<file path="config.mk">
export PLATFORM = sky130hd
export DESIGN_NAME = fifo_rd_burst_drain_flat
export DESIGN_NICKNAME = d
export VERILOG_FILES = /design/src/rtl/fifo_rd_burst_drain_pkg.sv /design/src/rtl/fifo_rd_burst_drain_if.sv /design/src/rtl/fifo_rd_burst_drain_out_buf.sv /design/src/rtl/fifo_rd_burst_drain.sv /design/src/flat_wrapper.sv
export SDC_FILE = /design/constraint.sdc
export NUM_CORES = 1
export LEC_CHECK = 0
export CORE_MARGIN = 3
export CORE_UTILIZATION = 57
export CTS_BUF_LIST = sky130_fd_sc_hd__clkbuf_8
export CTS_CLUSTER_DIAMETER = 80
export CTS_CLUSTER_SIZE = 40
export DETAILED_ROUTE_END_ITERATION = 8
export PLACE_DENSITY = 0.89
export RECOVER_POWER = 100
export SETUP_SLACK_MARGIN = 0.2
export SLEW_MARGIN = 15
export SYNTH_ARGS = -nofsm -noshare
export SYNTH_HDL_FRONTEND = slang
export SYNTH_SLANG_ARGS = --single-unit
</file>
<file path="constraint.sdc">
create_clock -name r_clk -period 6.2 [get_ports r_clk]
set_input_delay 1.24 -clock r_clk [delete_from_list [all_inputs] [get_ports r_clk]]
set_output_delay 1.24 -clock r_clk [all_outputs]
set_load 0.01 [all_outputs]
</file>
<file path="src/rtl/fifo_rd_burst_drain_pkg.sv">
// Shared types for the async-FIFO read-side burst drain: FSM encodings and default widths.
// Widths here must stay in step with the async FIFO instance the drain sits behind.
package asy_fifo_pkg;
    localparam int DEF_DATA_W = 8;
    localparam int DEF_LEN_W  = 8;
    localparam int XFER_CNT_W = 16;

    typedef enum logic [1:0] {
        ST_IDLE  = 2'd0,
        ST_RUN   = 2'd1,
        ST_FLUSH = 2'd2
    } state_t;
endpackage

</file>
<file path="src/rtl/fifo_rd_burst_drain_if.sv">
// FIFO show-ahead read port plus the outgoing valid/ready word stream of the burst drain.
// master = the drain (pops the FIFO, drives the stream); slave = FIFO + stream consumer.
interface fifo_rd_burst_drain_if
    import asy_fifo_pkg::*;
    #(parameter int DATA_W = DEF_DATA_W);

    logic [DATA_W-1:0] fifo_r_data;
    logic              fifo_r_empty;
    logic              fifo_r_en;
    logic [DATA_W-1:0] m_data;
    logic              m_valid;
    logic              m_ready;
    logic              m_last;

    modport master (
        input  fifo_r_data, fifo_r_empty, m_ready,
        output fifo_r_en, m_data, m_valid, m_last
    );

    modport slave (
        output fifo_r_data, fifo_r_empty, m_ready,
        input  fifo_r_en, m_data, m_valid, m_last
    );
endinterface

</file>
<file path="src/rtl/fifo_rd_burst_drain_out_buf.sv">
// rd_out_buf2: 2-entry in-order output buffer; entry0 drives the stream outputs.
// Latency 1 cycle push to m_valid; backpressure via occ (caller must not push when occ==2 without a pop).
module rd_out_buf2
    import asy_fifo_pkg::*;
    #(parameter int DATA_W = DEF_DATA_W)
(
    input  logic              r_clk,
    input  logic              rst_n,
    input  logic              push,
    input  logic [DATA_W-1:0] push_data,
    input  logic              push_last,
    input  logic              m_ready,
    output logic [1:0]        occ,
    output logic [DATA_W-1:0] m_data,
    output logic              m_valid,
    output logic              m_last
);
    logic [DATA_W-1:0] d0, d1;
    logic              l0, l1;
    logic              pop;

    assign m_valid = (occ != 2'd0);
    assign m_data  = d0;
    assign m_last  = l0;
    assign pop     = m_valid & m_ready;

    always_ff @(posedge r_clk or negedge rst_n) begin
        if (!rst_n) begin
            occ <= 2'd0;
            d0  <= '0;
            d1  <= '0;
            l0  <= 1'b0;
            l1  <= 1'b0;
        end else begin
            case ({push, pop})
                2'b10: begin
                    if (occ == 2'd0) begin
                        d0 <= push_data;
                        l0 <= push_last;
                    end else begin
                        d1 <= push_data;
                        l1 <= push_last;
                    end
                    occ <= occ + 2'd1;
                end
                2'b01: begin
                    d0  <= d1;
                    l0  <= l1;
                    occ <= occ - 2'd1;
                end
                2'b11: begin
                    // Occupancy unchanged: the new word lands behind whatever remains
                    if (occ == 2'd1) begin
                        d0 <= push_data;
                        l0 <= push_last;
                    end else begin
                        d0 <= d1;
                        l0 <= l1;
                        d1 <= push_data;
                        l1 <= push_last;
                    end
                end
                default: ;
            endcase
        end
    end
endmodule

</file>
<file path="src/rtl/fifo_rd_burst_drain.sv">
// Pops burst_len words from a show-ahead FIFO and streams them out with m_last; optional FIFO_RD_XFER_CNT_EN adds xfer_cnt.
// Latency: FIFO head to m_valid 1 r_clk, one word/cycle sustained.
// Backpressure: pops stop when the 2-entry buffer is full; fifo_r_en has no combinational path from m_ready.
module fifo_rd_burst_drain
    import asy_fifo_pkg::*;
    #(
        parameter int DATA_W = DEF_DATA_W,
        parameter int LEN_W  = DEF_LEN_W
    )
(
    input  logic                     r_clk,
    input  logic                     rst_n,
    fifo_rd_burst_drain_if.master    sif,
    input  logic                     burst_start,
    input  logic [LEN_W-1:0]         burst_len,
    output logic                     busy,
    output logic                     done
`ifdef FIFO_RD_XFER_CNT_EN
    ,
    output logic [XFER_CNT_W-1:0]    xfer_cnt
`endif
);
    state_t            state, state_nxt;
    logic [LEN_W-1:0]  pops_left;
    logic              pop;
    logic [1:0]        occ;
    logic [DATA_W-1:0] buf_data;
    logic              buf_valid;
    logic              buf_last;
    logic              accept;
    logic              accept_last;

    assign pop         = (state == ST_RUN) & ~sif.fifo_r_empty &
                         (pops_left != '0) & (occ < 2'd2);
    assign accept      = buf_valid & sif.m_ready;
    assign accept_last = accept & buf_last;

    always_ff @(posedge r_clk or negedge rst_n) begin
        if (!rst_n) state <= ST_IDLE;
        else        state <= state_nxt;
    end

    always_comb begin
        state_nxt = state;
        case (state)
            ST_IDLE:  if (burst_start && burst_len != '0)      state_nxt = ST_RUN;
            ST_RUN:   if (pop && pops_left == LEN_W'(1))       state_nxt = ST_FLUSH;
            ST_FLUSH: if (accept_last)                         state_nxt = ST_IDLE;
            default:                                           state_nxt = ST_IDLE;
        endcase
    end

    always_comb begin
        busy          = (state != ST_IDLE);
        sif.fifo_r_en = pop;
    end

    always_ff @(posedge r_clk or negedge rst_n) begin
        if (!rst_n) begin
            pops_left <= '0;
            done      <= 1'b0;
        end else begin
            if (state == ST_IDLE && burst_start) pops_left <= burst_len;
            else if (pop)                        pops_left <= pops_left - LEN_W'(1);
            // Zero-length command completes without ever leaving IDLE
            done <= ((state == ST_IDLE) && burst_start && (burst_len == '0)) ||
                    ((state == ST_FLUSH) && accept_last);
        end
    end

    rd_out_buf2 #(.DATA_W(DATA_W)) u_out_buf (
        .r_clk     (r_clk),
        .rst_n     (rst_n),
        .push      (pop),
        .push_data (sif.fifo_r_data),
        .push_last (pops_left == LEN_W'(1)),
        .m_ready   (sif.m_ready),
        .occ       (occ),
        .m_data    (buf_data),
        .m_valid   (buf_valid),
        .m_last    (buf_last)
    );

    assign sif.m_data  = buf_data;
    assign sif.m_valid = buf_valid;
    assign sif.m_last  = buf_last;

`ifdef FIFO_RD_XFER_CNT_EN
    always_ff @(posedge r_clk or negedge rst_n) begin
        if (!rst_n)      xfer_cnt <= '0;
        else if (accept) xfer_cnt <= xfer_cnt + XFER_CNT_W'(1);
    end
`endif
endmodule

</file>
<file path="src/flat_wrapper.sv">
// flat-port wrapper written by rule: the top's interface ports become plain ports
module fifo_rd_burst_drain_flat import asy_fifo_pkg::*;
#(
        parameter int DATA_W = DEF_DATA_W,
        parameter int LEN_W  = DEF_LEN_W
    )
  (r_clk, rst_n, burst_start, burst_len, busy, done, sif_fifo_r_data, sif_fifo_r_empty, sif_m_ready, sif_fifo_r_en, sif_m_data, sif_m_valid, sif_m_last);
  fifo_rd_burst_drain_if #(.DATA_W(DATA_W)) sif_i ();
  input  logic r_clk;
  input  logic rst_n;
  input  logic burst_start;
  input  logic [LEN_W-1:0] burst_len;
  output logic busy;
  output logic done;
  input wire logic [$bits(sif_i.fifo_r_data)-1:0] sif_fifo_r_data;
  input wire logic [$bits(sif_i.fifo_r_empty)-1:0] sif_fifo_r_empty;
  input wire logic [$bits(sif_i.m_ready)-1:0] sif_m_ready;
  output wire logic [$bits(sif_i.fifo_r_en)-1:0] sif_fifo_r_en;
  output wire logic [$bits(sif_i.m_data)-1:0] sif_m_data;
  output wire logic [$bits(sif_i.m_valid)-1:0] sif_m_valid;
  output wire logic [$bits(sif_i.m_last)-1:0] sif_m_last;
  assign sif_i.fifo_r_data = sif_fifo_r_data;
  assign sif_i.fifo_r_empty = sif_fifo_r_empty;
  assign sif_i.m_ready = sif_m_ready;
  assign sif_fifo_r_en = sif_i.fifo_r_en;
  assign sif_m_data = sif_i.m_data;
  assign sif_m_valid = sif_i.m_valid;
  assign sif_m_last = sif_i.m_last;
  fifo_rd_burst_drain #(.DATA_W(DATA_W), .LEN_W(LEN_W)) u_core (.r_clk(r_clk), .rst_n(rst_n), .sif(sif_i), .burst_start(burst_start), .burst_len(burst_len), .busy(busy), .done(done));
endmodule
</file>
==> results.cfg, run 1 <==
[cells_and_area]
syn2layout_area_growth_pct = 24.8
fin_area_um2 = 2060
fin_nets = 210
diodes = 0
drive_gt1_frac = 0.153
n_fill_cell = 185

[grt]
antenna_found_initial = 0
grt.overflow.total = 0
grt_pass1_wl_um = 6410
grt_max_degree = 32
grt_use_total = 0.250
first_global_vias = 1425

[floorplanning]
die_h_um = 59.9
core_area_um2 = 2610
initial_core_util = 0.633
die_area_um2 = 3580
num_io_pins = 34
die_w_um = 59.9
rows = 18

[clocking]
clock-sinks = 31
cts_max_path_buffers = 2
hold_buffers = 0
worstSkewPairLatency_ns = 0.30
h-tree-depth = 2
post-cts-setup-buffers = 0
clockRootBuffer = clkbuf_8
cts_tree = built
clkTransAtPathRegs_ns = 0.07
cts_resized = 0
cts_made_buffers = 5

[power]
peakVddDrop_mv = 0.368
pwr_density_cell_nw_per_um2 = 306
power_mw = 0.631
power.leakage_nw = 0.941

[logic_synthesis]
ys_seq_area_frac = 0.469
synth_area_um2 = 1650
synthTopCellsByArea = dfrtp_1 47%, mux2_2 12%, ha_1 5.3%
synth.avg_cell_area_um2 = 11.3
synthCells = 146
yosysTopAreaCell = dfrtp_1
ys_ff_latch = 31
synthDistinctLibCells = 39
synth_edf_count = 0
netlist.area_leader.share = 0.469
yosys-top-cells-count = 31 x dfrtp_1, 17 x mux2_2, 15 x nand2_1
syn_nets = 174
yosysMostFrequentCell = dfrtp_1
synthArstFlopShare = 1.00
synth_ff_type = dfrtp_1
yosys_warnings = 0

[routing]
avgViaCountPerCell = 6.13
wl_um = 3690
routedWlPerCell_um = 17.3
drt_iter0_markers = 69
ant_nets = 0
first_pass_iters = 4
vias = 1306
drcViolationCount = 0

[placement]
hpwl_um = 2660
gp_congestion = 0.881
io_buffers = 33
placed_cell_area_um2 = 1990
pre_cts_ws_ns = 1.68

[sta]
timing.fmax_ghz = 0.213
hold_viol = 0
timing.final.crit_period_ns = 4.70
fin_setup_tns_ns = 0
worst_pin_slew_ns = 1.66
rsz0062_at_grt = false
setup-violations-final = 0
finClkSkew_ns = 0.00730
relSlewSlack = -0.104
fin_hold_ws_ns = 0.492
drv_slew = 32
fin_ws_ns = 1.50
period_share = 0.758

[critical_path]
critPathSlowestCell = dlygate4sd3_1
required_ns = 4.96
path_cells = dlygate4sd3_1 -> or4b_1 -> a21o_1 -> inv_1 -> dlygate4sd3_1
end_kind = output port
cp.buffers_inverters = 3
crit_type = in2out
arrival_ns = 3.46
crit_top_cell = dlygate4sd3_1
startpoint_type = input pin
max_stage_delay_ns = 0.65
cp_max_fo = 10
cp_top_family = buffers and inverters

[hold_path]
hold_path_class = reg2reg

[outcome]
status = finished, violations left
violations = max-capacitance violations, max-slew violations

[job]
max_cap_violations = 1
[stage by stage]
stage / cells / util
after floorplan: 146 / -
after global placement: 205 / 0.761
after detailed placement: 205 / 0.761
after CTS: 213 / 0.794
after global routing: 213 / 0.789
final: 213 / 0.789
[sequential cells by signal, indices dropped and copies added (netlist names)]
name and count:
u_core.pops_left 8, u_core.done 1, u_core.u_out_buf.m_last 1, u_core.u_out_buf.d1 8, u_core.u_out_buf.m_data 8, u_core.state 2
u_core.u_out_buf.l1 1, u_core.u_out_buf.occ 2
[power breakdown]
group          internal (mW)  leakage (nW)  switching [mW]
sequential             0.238         0.407          0.0225
clock                 0.0766        0.0453          0.0797
combinational          0.117         0.489          0.0970
[kinds of logic after synthesis]
| kind of cell | after synthesis | synth area share |
|---|---|---|
| compound gates | 27 | 0.135 |
| xor+xnor | 3 | 0.0159 |
| fa+ha+maj | 7 | 0.0530 |
| buf+inv | 15 | 0.0469 |
| flops | 31 | 0.469 |
| mux | 19 | 0.131 |
| simple gates | 44 | 0.149 |
[worst paths after layout]
path                                                  from                                endpoint  slack [ns]  cells after the start
max                                       sif_fifo_r_empty                           sif_fifo_r_en        1.50                      5
min                            u_core.state[0]$_DFFE_PN0P_                   u_core.done$_DFF_PN0_        0.49                      1
max reg2reg                u_core.pops_left[1]$_DFFE_PN0P_  u_core.u_out_buf.m_data[7]$_DFFE_PN0P_        3.35                     10
min reg2reg                    u_core.state[0]$_DFFE_PN0P_                   u_core.done$_DFF_PN0_        0.49                      1
max in group asynchronous                            rst_n         u_core.pops_left[4]$_DFFE_PN0P_        3.34                      2
min in group asynchronous                            rst_n                   u_core.done$_DFF_PN0_        1.90                      2
[worst register-to-register path: stages (launching register included)]
cell and delay, ns:
dfrtp_1 0.41, inv_1 0.10, ha_1 0.22, nor3b_1 0.24, a21o_1 0.33, inv_1 0.22
ha_1 0.29, nor2b_1 0.14, o21a_1 0.28, a22o_1 0.23, mux2_2 0.26
[area by class of cell]
class                   instances  area (um^2)  area share
repair buffers                 34          334       0.162
clock buffers                   5         68.8      0.0334
well taps                      30         37.5      0.0182
clock inverters                 3         16.3     0.00789
multi-input cells             100          792       0.384
flip-flops and latches         31          776       0.376
inverters                      10         37.5      0.0182
[cells in the final DEF (no fill, tap or decap), drive strengths merged, types with 2 or more instances in the layout]
master / count
a21oi: 3
a22o: 8
clkbuf: 6
clkdlybuf4s50: 17
dfrtp: 31
dlygate4sd3: 16
ha: 7
inv: 11
mux2: 18
nand2: 15
nand3: 8
nor2: 4
nor2b: 2
o211ai: 5
o21ai: 2
or4: 6
xnor2: 3
[routing by layer]
metal	vias to the layer above	GRT usage	share of wire
met5	-	0	0
met2	48	0.424	0.50
li1	605	-	-
met4	0	0.149	0.034
met1	639	0.267	0.39
met3	14	0.0821	0.075
(Power assumes the default switching activity.)
==> inputs of run 2 (changes only) <==
CORE_UTILIZATION = 53   (was 57)
PLACE_DENSITY = 0.83   (was 0.89)
clock period = 4.7 ns   (was 6.2 ns; I/O delays follow)
==> run 2 against run 1 <==
Net effect: the run still ends with max-capacitance violations, max-slew violations left; cell count increased by 0.47%; non-clock buffer count unchanged; sequential share of layout area about the same; sequential cell count unchanged; largest power group unchanged.
==> results.cfg, run 2 (same netlist as run 1, synthesis figures left out) <==
[clocking]
cts_made_buffers = 5
cts_tree = built
clkTransAtPathRegs_ns = 0.07
worstSkewPairLatency_ns = 0.30
post-cts-setup-buffers = 0
cts_resized = 0
hold_buffers = 0
h-tree-depth = 2
clockRootBuffer = clkbuf_8
clock-sinks = 31
cts_max_path_buffers = 2

[routing]
routedWlPerCell_um = 16.5
ant_nets = 0
first_pass_iters = 4
wl_um = 3530
avgViaCountPerCell = 5.97
vias = 1277
drt_iter0_markers = 69
drcViolationCount = 0

[critical_path]
crit_type = in2out
end_kind = output port
cp_max_fo = 10
required_ns = 3.76
reg2reg_slack_ns = 1.83
startpoint_type = input pin
arrival_ns = 3.20
reg2reg_depth = 10

[outcome]
status = finished, violations left
violations = max-capacitance violations, max-slew violations

[power]
power.leakage_nw = 0.941
pwr_density_cell_nw_per_um2 = 403
peakVddDrop_mv = 0.350
power_mw = 0.831

[floorplanning]
die_h_um = 61.8
initial_core_util = 0.579
num_io_pins = 34
core_area_um2 = 2850
die_w_um = 61.8
die_area_um2 = 3820
rows = 19

[grt]
antenna_found_initial = 0
grt.overflow.total = 0
grt_max_degree = 32
grt_pass1_wl_um = 5550
grt_use_total = 0.208
first_global_vias = 1265

[sta]
hold_viol = 0
timing.final.crit_period_ns = 4.14
period_share = 0.880
worst_pin_slew_ns = 1.64
rsz0062_at_grt = false
setup-violations-final = 0
drv_slew = 32
finClkSkew_ns = 0.00517
relSlewSlack = -0.0945
fin_setup_tns_ns = 0
timing.fmax_ghz = 0.242

[placement]
hpwl_um = 2560
gp_congestion = 0.859
dpl.cell_count = 206
io_buffers = 33

[job]
max_cap_violations = 1

[hold_path]
whs_path_depth = 1
hold_path_class = reg2reg

[cells_and_area]
final_cell_mix = 31 x dfrtp_1, 17 x mux2_2, 17 x clkdlybuf4s50_1
fin_nets = 210
n_fill_cell = 225
instances_no_fill = 214
drive_gt1_frac = 0.153
syn2layout_area_growth_pct = 24.8
diodes = 0
mostFrequentLayoutCell = dfrtp_1
## run 2: cell counts in the layout (fill, tap and decap cells not counted)
No cell type changed its count.
## run 2: per-stage QoR
step                worst slack, ns  hold WS [ns]  instance area, um^2  utilization
floorplan                      1.58         0.447                 1650            -
global placement              0.800         0.487                 1990        0.697
detailed placement            0.765         0.498                 1990        0.697
CTS                           0.762         0.511                 2070        0.727
global route                  0.507         0.529                 2060        0.723
finish                        0.563         0.504                 2060        0.723
## run 2: routing by layer
layer	vias to the layer above	share of wire	track usage
met5	-	0	0
met1	628	0.41	0.223
met4	0	0.026	0.115
met2	32	0.49	0.341
met3	8	0.065	0.0930
li1	609	-	-
## run 2: path summary, 6_finish.rpt
path	from	end
max	sif_fifo_r_empty	sif_fifo_r_en
min	u_core.state[0]$_DFFE_PN0P_	u_core.done$_DFF_PN0_
max reg2reg	u_core.pops_left[0]$_DFFE_PN0P_	u_core.u_out_buf.m_data[2]$_DFFE_PN0P_
min reg2reg	u_core.state[0]$_DFFE_PN0P_	u_core.done$_DFF_PN0_
max in group asynchronous	rst_n	u_core.u_out_buf.d1[2]$_DFFE_PN0P_
min in group asynchronous	rst_n	u_core.pops_left[2]$_DFFE_PN0P_
## run 2: worst max-delay path, stage by stage
cell	delay [ns]
dlygate4sd3_1	0.56
or4b_1	0.51
a21o_1	0.28
inv_1	0.26
dlygate4sd3_1	0.65
## run 2: where the power goes
part | internal, mW | leakage [nW] | total, mW | switching, mW
sequential | 0.314 | 0.407 | 0.344 | 0.0293
combinational | 0.154 | 0.489 | 0.281 | 0.127
clock | 0.101 | 0.0453 | 0.206 | 0.105
total | 0.569 | 0.941 | 0.831 | 0.262
## run 2: final cells by class
type	instances	area, um^2	area share
Tap cell	31	38.8	0.0188
Clock buffer	5	68.8	0.0334
Timing Repair Buffer	34	334	0.162
Multi-Input combinational cell	100	792	0.384
Inverter	10	37.5	0.0182
Sequential cell	31	776	0.376
Clock inverter	3	16.3	0.00788
==> inputs of run 3 (changes only) <==
PLACE_DENSITY = 0.82   (was 0.83)
==> run 3 against run 2 <==
Net effect: the flow still finishes with violations (max-capacitance violations, max-slew violations); utilization up 1.1 points; critical path depth unchanged; count of clock-buffer cells in the layout up 1; largest cell class unchanged; fmax up 0.52%; combinational power up 1%; wire length about the same; highest routed layer unchanged; global-route usage up 0.061 points.
==> results.cfg, run 3 (same netlist as run 1, synthesis figures left out) <==
[outcome]
status = finished, violations left
violations = max-capacitance violations, max-slew violations

[placement]
dpl.cell_count = 206
hpwl_um = 2590
io_buffers = 33
pre_cts_ws_ns = 0.780
gp_congestion = 0.913

[critical_path]
crit_top_cell = dlygate4sd3_1
cp.buffers_inverters = 3
arrival_ns = 3.18
path_cells = dlygate4sd3_1 -> or4b_1 -> a21o_1 -> inv_1 -> dlygate4sd3_1
crit_type = in2out
reg2reg_slack_ns = 1.83
cp_max_fo = 10
critPathSlowestCell = dlygate4sd3_1
max_stage_delay_ns = 0.65
end_kind = output port
startpoint_type = input pin
cp_top_family = buffers and inverters
required_ns = 3.76

[routing]
first_pass_iters = 4
wl_um = 3530
drt_iter0_markers = 67
vias = 1295
drcViolationCount = 0
avgViaCountPerCell = 6.05
routedWlPerCell_um = 16.5
ant_nets = 0

[cells_and_area]
drive_gt1_frac = 0.158
n_fill_cell = 212
instances_no_fill = 214
ff_latch_area_um2 = 776
multi_input_area_um2 = 792
syn2layout_area_growth_pct = 26.8
diodes = 0
mostFrequentLayoutCell = dfrtp_1
final_cell_mix = 31 x dfrtp_1, 17 x mux2_2, 17 x clkdlybuf4s50_1
fin_nets = 210

[grt]
antenna_found_initial = 0
grt_max_degree = 32
grt_use_total = 0.208
grt.overflow.total = 0
grt_pass1_wl_um = 5720
first_global_vias = 1283

[hold_path]
hold_path_class = reg2reg

[floorplanning]
core_area_um2 = 2850
die_h_um = 61.8
rows = 19
num_io_pins = 34
die_w_um = 61.8
die_area_um2 = 3820
initial_core_util = 0.579

[power]
pwr_density_cell_nw_per_um2 = 430
share_comb_of_total_power = 0.317
power_mw = 0.901
power.leakage_nw = 0.957
netSwitchingFraction = 0.289
p_seq_frac = 0.383
p_clk_frac = 0.300
p_int_mw = 0.640
p_switching_mw = 0.261
peakVddDrop_mv = 0.332

[sta]
timing.fmax_ghz = 0.243
timing.final.crit_period_ns = 4.12
period_share = 0.876
finClkSkew_ns = 0.00551
fin_hold_ws_ns = 0.496
drv_slew = 32
hold_viol = 0
setup-violations-final = 0
fin_setup_tns_ns = 0
fin_ws_ns = 0.585
relSlewSlack = -0.0757
rsz0062_at_grt = false
worst_pin_slew_ns = 1.61

[clocking]
post-cts-setup-buffers = 0
cts_resized = 0
worstSkewPairLatency_ns = 0.28
clock-sinks = 31
cts_made_buffers = 5
cts_max_path_buffers = 2
cts_tree = built
hold_buffers = 0
clockRootBuffer = clkbuf_8
h-tree-depth = 2
clkTransAtPathRegs_ns = 0.07

[job]
max_cap_violations = 1
## run 3: changes by cell type in the layout (fill, tap and decap cells not counted), sizes merged
cell      delta
inv          -1
clkinvlp     -1
clkbuf       +1
bufinv       +1
## run 3: metrics by stage
| stage | instance area [um^2] | util |
|---|---|---|
| floorplan | 1650 | - |
| global placement | 1990 | 0.697 |
| detailed placement | 1990 | 0.697 |
| CTS | 2110 | 0.739 |
| global route | 2100 | 0.735 |
| finish | 2100 | 0.735 |
## run 3: path summary, 6_finish.rpt
path                                                  from                                endpoint  depth (start not counted)
min                            u_core.state[0]$_DFFE_PN0P_                   u_core.done$_DFF_PN0_                          1
max reg2reg                u_core.pops_left[0]$_DFFE_PN0P_  u_core.u_out_buf.m_data[4]$_DFFE_PN0P_                         10
min reg2reg                    u_core.state[0]$_DFFE_PN0P_                   u_core.done$_DFF_PN0_                          1
max                                       sif_fifo_r_empty                           sif_fifo_r_en                          5
min in group asynchronous                            rst_n         u_core.pops_left[2]$_DFFE_PN0P_                          2
max in group asynchronous                            rst_n             u_core.state[1]$_DFFE_PN0P_                          2
## run 3: final cells by class
class                      instances  area share
clock inverter                     2      0.0167
clock buffer                       6      0.0394
multi-input combinational        100       0.378
sequential                        31       0.370
timing repair buffer              34       0.159
tap                               31      0.0185
inverter                          10      0.0179
## run 3: per-layer routing
layer / wire length [um] / global-route usage / vias to the layer above / share of wire
met1: 1520 / 0.241 / 644 / 0.43
met2: 1760 / 0.366 / 38 / 0.50
met4: 60 / 0.0758 / 0 / 0.017
li1: - / - / 606 / -
met5: 0 / 0 / - / 0
met3: 181 / 0.0599 / 7 / 0.051
## run 3: power groups by stage
stage               combinational (mW)  clock [mW]  sequential, mW
CTS                              0.309       0.274           0.347
global placement                 0.294           0           0.348
floorplan                        0.148           0           0.363
finish                           0.285       0.270           0.345
global route                     0.310       0.288           0.352
detailed placement               0.306           0           0.351
